$ cat src/rtl/irq_timer.sv
// irq_timer: TH/TL/TCON reload timer plus interrupt sequencer for the
// MIPS single-cycle datapath.
// Ports: clk, reset (async, active-high); bus Addr/WriteData/MemWrite/
// MemRead -> ReadData (combinational); KernelMode in; BeginInterrupt out
// (registered single-cycle request to the control unit).
// Optional build macro: IRQ_TIMER_PRESCALER_EN (PRESCALE clocks per tick).
module irq_timer #(
  parameter logic [31:0] BASE_ADDR = 32'h4000_0000,
  parameter int unsigned PRESCALE  = 4
) (
  input  logic        clk,
  input  logic        reset,
  input  logic [31:0] Addr,
  input  logic [31:0] WriteData,
  input  logic        MemWrite,
  input  logic        MemRead,
  input  logic        KernelMode,
  output logic [31:0] ReadData,
  output logic        BeginInterrupt
);

  typedef enum logic [1:0] {
    IDLE,
    FIRE,
    SERVICE
  } state_t;

  state_t state, stateNext;

  logic [31:0] th, tl;
  logic [2:0]  tcon;
  logic        hit;
  logic        selTh, selTl, selTcon;
  logic        wrTh, wrTl, wrTcon;
  logic        tick, ovf, setStatus;
  logic        unusedAddr;

  if (PRESCALE < 1 || PRESCALE > 65535) begin : gBadPrescale
    $error("irq_timer: PRESCALE out of range");
  end

  assign unusedAddr = ^Addr[1:0];

  assign hit     = Addr[31:4] == BASE_ADDR[31:4];
  assign selTh   = hit && (Addr[3:2] == 2'd0);
  assign selTl   = hit && (Addr[3:2] == 2'd1);
  assign selTcon = hit && (Addr[3:2] == 2'd2);

  assign wrTh   = MemWrite && selTh;
  assign wrTl   = MemWrite && selTl;
  assign wrTcon = MemWrite && selTcon;

`ifdef IRQ_TIMER_PRESCALER_EN
  localparam logic [15:0] PreMax = 16'(PRESCALE - 1);

  logic [15:0] preCnt;

  assign tick = tcon[0] && (preCnt == PreMax);

  // Counter freezes with the timer disabled; a TL write restarts the period.
  always_ff @(posedge clk or posedge reset) begin
    if (reset) begin
      preCnt <= '0;
    end else if (wrTl) begin
      preCnt <= '0;
    end else if (tcon[0]) begin
      preCnt <= tick ? '0 : preCnt + 16'd1;
    end
  end
`else
  assign tick = tcon[0];
`endif

  // A software TL write swallows the tick, so it cannot raise an overflow.
  assign ovf       = tick && !wrTl && (tl == 32'hFFFF_FFFF);
  assign setStatus = ovf && tcon[1];

  always_ff @(posedge clk or posedge reset) begin
    if (reset) begin
      th   <= '0;
      tl   <= '0;
      tcon <= '0;
    end else begin
      if (wrTh) th <= WriteData;
      if (wrTl) begin
        tl <= WriteData;
      end else if (ovf) begin
        tl <= th;
      end else if (tick) begin
        tl <= tl + 32'd1;
      end
      // An overflow in the same cycle as a status clear wins.
      if (wrTcon) begin
        tcon <= {WriteData[2] | setStatus, WriteData[1:0]};
      end else if (setStatus) begin
        tcon[2] <= 1'b1;
      end
    end
  end

  always_ff @(posedge clk or posedge reset) begin
    if (reset) state <= IDLE;
    else       state <= stateNext;
  end

  always_comb begin
    stateNext = state;
    unique case (state)
      IDLE:    if (tcon[2] && tcon[1] && !KernelMode) stateNext = FIRE;
      FIRE:    stateNext = SERVICE;
      SERVICE: if (!KernelMode) stateNext = IDLE;
      default: stateNext = IDLE;
    endcase
  end

  assign BeginInterrupt = (state == FIRE);

  always_comb begin
    ReadData = '0;
    if (MemRead) begin
      unique case (1'b1)
        selTh:   ReadData = th;
        selTl:   ReadData = tl;
        selTcon: ReadData = {29'd0, tcon};
        default: ReadData = '0;
      endcase
    end
  end

endmodule

$ cat config.mk
export PLATFORM = sky130hd
export DESIGN_NAME = irq_timer
export DESIGN_NICKNAME = d
export VERILOG_FILES = /design/src/rtl/irq_timer.sv
export SDC_FILE = /design/constraint.sdc
export NUM_CORES = 1
export LEC_CHECK = 0
export BUFFER_PORTS_ARGS = -buffer_cell sky130_fd_sc_hd__buf_4
export CAP_MARGIN = 30
export CORE_MARGIN = 2
export CORE_UTILIZATION = 40
export DETAILED_ROUTE_END_ITERATION = 10
export HOLD_SLACK_MARGIN = 0.06
export PLACE_DENSITY_LB_ADDON = 0.3
export SLEW_MARGIN = 40
export SYNTH_ARGS = -nofsm -noshare
export SYNTH_HDL_FRONTEND = slang
export SYNTH_SLANG_ARGS = --single-unit
$ cat constraint.sdc
create_clock -name clk -period 4.3 [get_ports clk]
set_input_delay 0.215 -clock clk [delete_from_list [all_inputs] [get_ports clk]]
set_output_delay 0.215 -clock clk [all_outputs]
set_load 0.005 [all_outputs]
==> metrics <==
FF/Latch Area about 1700 sq um; kind of critical path in -> out; IO Count between 100 and 150; global-route wire length before repair roughly 20000 microns; vias per cell 5.71; RSZ-0062 raised after global routing false; Cell Pwr Density between 200 and 250 nW/um^2; fin crit period between 2 and 3 ns; Top FF cell, synth dfrtp_1; ANT cells 0; share of the yosys chip area belonging to registers approximately two fifths; 1st-iter DRT viols roughly 210; Post-Place Worst Slack ~1.6 ns; chip height around 110 microns; Synth async-reset ratio between 90% and 100%; Slowest cell on crit path nand3_1; Internal 0.914 mW; vias in the first global route slightly above 4000; DIE AREA approximately 12000 sq um; Worst-path clk slew approximately 0.070 ns; setup ws final 1.70 ns; Post-Syn Instances around 480; Final #Nets roughly 640; Sw Share roughly a quarter; # fillers roughly 1000; GPL Wtd Cong 0.840; # DRC 0; Post-synth EDFFs 0; Syn Nets 545; cell area after synthesis around 4400 sq um; most used cell, CP buf_4; GRT Total Usage between 20% and 30%; CTS tree built; Seq cells post-synth 69; critical-path cell list buf_4, nor4_1, nand4_1, nor2_1, nand3_1, buf_4, nor2_1, buf_4; period utilisation layout roughly three fifths; Final Max Tran Viols 0; pin count of the biggest net entering global routing 38; Worst Path Required 4.09 ns; Critical Path Max Stage Delay about 0.5 ns; Worst setup EP type output pin; outcome finished clean; hpwl dp between 8000 and 9000 microns; CTS H-Tree Depth 3; worst-case clock buffer depth 2; average size of a mapped cell between 9 and 10 sq um; CTS resizes 0; Flop pwr share 54.4%; slew at the pin closest to its max-slew limit 0.701 ns; die width roughly 110 microns; via count 4054; post-DR wirelength/cell around 18 microns; Clock Latency Late Sink about 0.36 ns; Max FO, Critical Path 17; relative max-transition margin 53.2%; worst clock skew between 0.008 and 0.009 ns; area of the multi-input gates ~2400 sq um; Gate power share under 10%; total negative slack 0 ns; synthesis-to-layout area growth 22.1%; Num CTS Buffers 9; Sink Count 69; post-route ant nets 0; Initial Util around two fifths; CP arrival between 2 and 2.5 ns; Max Cap Viol 0; Final Setup Violations 0; Fin. Hold Viols 0; Design Area, Final 5400 sq um; Root Driver clkbuf_8; Peak VDD IR roughly 0.12 mV; Pleak 2.38 nW; Rows 38; initial antenna violation count 0; Psw about 0.28 mW; max frequency around 390 MHz; layout cell share with drive strength beyond 1 ~29%; Total Wirelength 12400 microns; grt total ovfl 0; Synth cell types 62; synth warn 0; Clock Power Share 38.9%; CORE AREA 10800 sq um; critical path launch point type input port; Hold Crit Class in -> reg; Pre-antenna DRT Iters 5; Post-DP Area around 5200 sq um; PortBufs 99
final timing paths:
| kind | start | endpoint | slack (ns) | cells past startpoint |
|---|---|---|---|---|
| min in group asynchronous | reset | th[31]$_DFFE_PP0P_ | 0.54 | 3 |
| max reg2reg | tl[7]$_DFFE_PP0P_ | tl[7]$_DFFE_PP0P_ | 1.93 | 5 |
| max | Addr[8] | ReadData[20] | 1.70 | 8 |
| min | WriteData[22] | tl[22]$_DFFE_PP0P_ | 0.08 | 3 |
| max in group asynchronous | reset | th[17]$_DFFE_PP0P_ | 2.77 | 4 |
| min reg2reg | state[0]$_DFFE_PP0P_ | state[0]$_DFFE_PP0P_ | 0.45 | 1 |
critical path: cells and delay by family:
kind                   cells  cell delay, ns
buffers and inverters      3            0.65
and+or+nand+nor            5            1.50
timing repair:
action | CTS | global route
setup buffers | 0 | 0
hold buffers | 3 | 0
hold endpoints to repair | 34 | 0
cell usage after synthesis, types with 11 or more instances:
cell,instances,area [sq um]
dfrtp_1,69,1730
nor2_1,58,218
nand2_1,30,113
a22oi_1,29,218
mux2_2,29,327
nand3_1,24,120
mux2i_1,23,230
a31oi_1,16,100
clkbuf_1,15,56.3
inv_1,15,56.3
nand4_1,14,87.6
nor4_1,14,87.6
nor2b_1,12,75.1
o21ai_0,11,55.1
final cells by class:
| class | count | share of cell area [%] |
|---|---|---|
| sequential | 69 | 32.0 |
| clock buffer | 13 | 2.76 |
| inverter | 15 | 1.04 |
| tap | 140 | 3.25 |
| timing repair buffer | 113 | 15.9 |
| multi-input combinational | 358 | 44.9 |
| clock inverter | 2 | 0.185 |
cell usage in the layout (no fill, tap or decap), types with 3 or more instances in the layout:
| cell | count |
|---|---|
| mux2i_1 | 23 |
| xnor2_1 | 3 |
| nand4_1 | 14 |
| and4_2 | 3 |
| nand3_1 | 24 |
| clkbuf_8 | 10 |
| o31ai_1 | 6 |
| and2_1 | 4 |
| and4_1 | 4 |
| o21ai_0 | 11 |
| clkbuf_1 | 3 |
| nor4_1 | 12 |
| buf_4 | 110 |
| mux2_1 | 3 |
| a21oi_1 | 9 |
| nand2_1 | 30 |
| nor2_1 | 58 |
| o21ai_1 | 4 |
| and3_1 | 6 |
| a2111oi_0 | 3 |
| mux2_2 | 29 |
| nor3_1 | 6 |
| a31oi_1 | 16 |
| o211ai_1 | 3 |
| dlygate4sd3_1 | 3 |
| inv_1 | 14 |
| a22oi_1 | 29 |
| nor2b_1 | 12 |
| o221ai_1 | 3 |
| dfrtp_1 | 69 |
| xor2_1 | 9 |
through the flow:
step	std cells	utilization [%]	hold slack, ns	power, mW
2_1_floorplan	475	-	0.285	0.680
3_3_place_gp	692	48.2	0.376	0.739
3_5_place_dp	692	48.2	0.382	0.740
4_1_cts	710	50.0	0.0628	1.20
5_1_grt	710	50.0	0.0846	1.23
6_report	710	50.0	0.0761	1.19
kinds of logic (layout without fill, tap and decap cells):
| group | Yosys count | count (layout) | share of synthesized area (%) |
|---|---|---|---|
| and+or+nand+nor | 186 | 186 | 21.9 |
| AOI/OAI and AO/OA | 104 | 104 | 16.6 |
| xor gates and xnor gates | 12 | 12 | 2.38 |
| muxes | 55 | 55 | 13.4 |
| adders and majority gates | 1 | 1 | 0.283 |
| buffers and inverters | 48 | 143 | 6.37 |
| DFF | 69 | 69 | 39.1 |
flip-flops by register name (all words and copies together), names as in the netlist:
signal and cells:
tcon 3, th 32, state 2, tl 32
metal layers:
layer / global-route usage (%) / vias up / part of all wire (%) / routed length [microns]
met3: 3.53 / 25 / 5.1 / 633
met2: 34.4 / 117 / 47 / 5790
li1: - / 1956 / - / -
met5: 0 / - / 0 / 0
met4: 10.2 / 0 / 2.5 / 308
met1: 29.5 / 1956 / 46 / 5700
power by group through the flow:
| stage | Combinational [mW] | Sequential [mW] | Clock, mW |
|---|---|---|---|
| floorplan | 0.0188 | 0.662 | 0 |
| global placement | 0.0773 | 0.662 | 0 |
| detailed placement | 0.0785 | 0.662 | 0 |
| CTS | 0.0807 | 0.649 | 0.472 |
| global route | 0.0869 | 0.649 | 0.494 |
| finish | 0.0794 | 0.649 | 0.464 |
(Power assumes the default switching activity.)
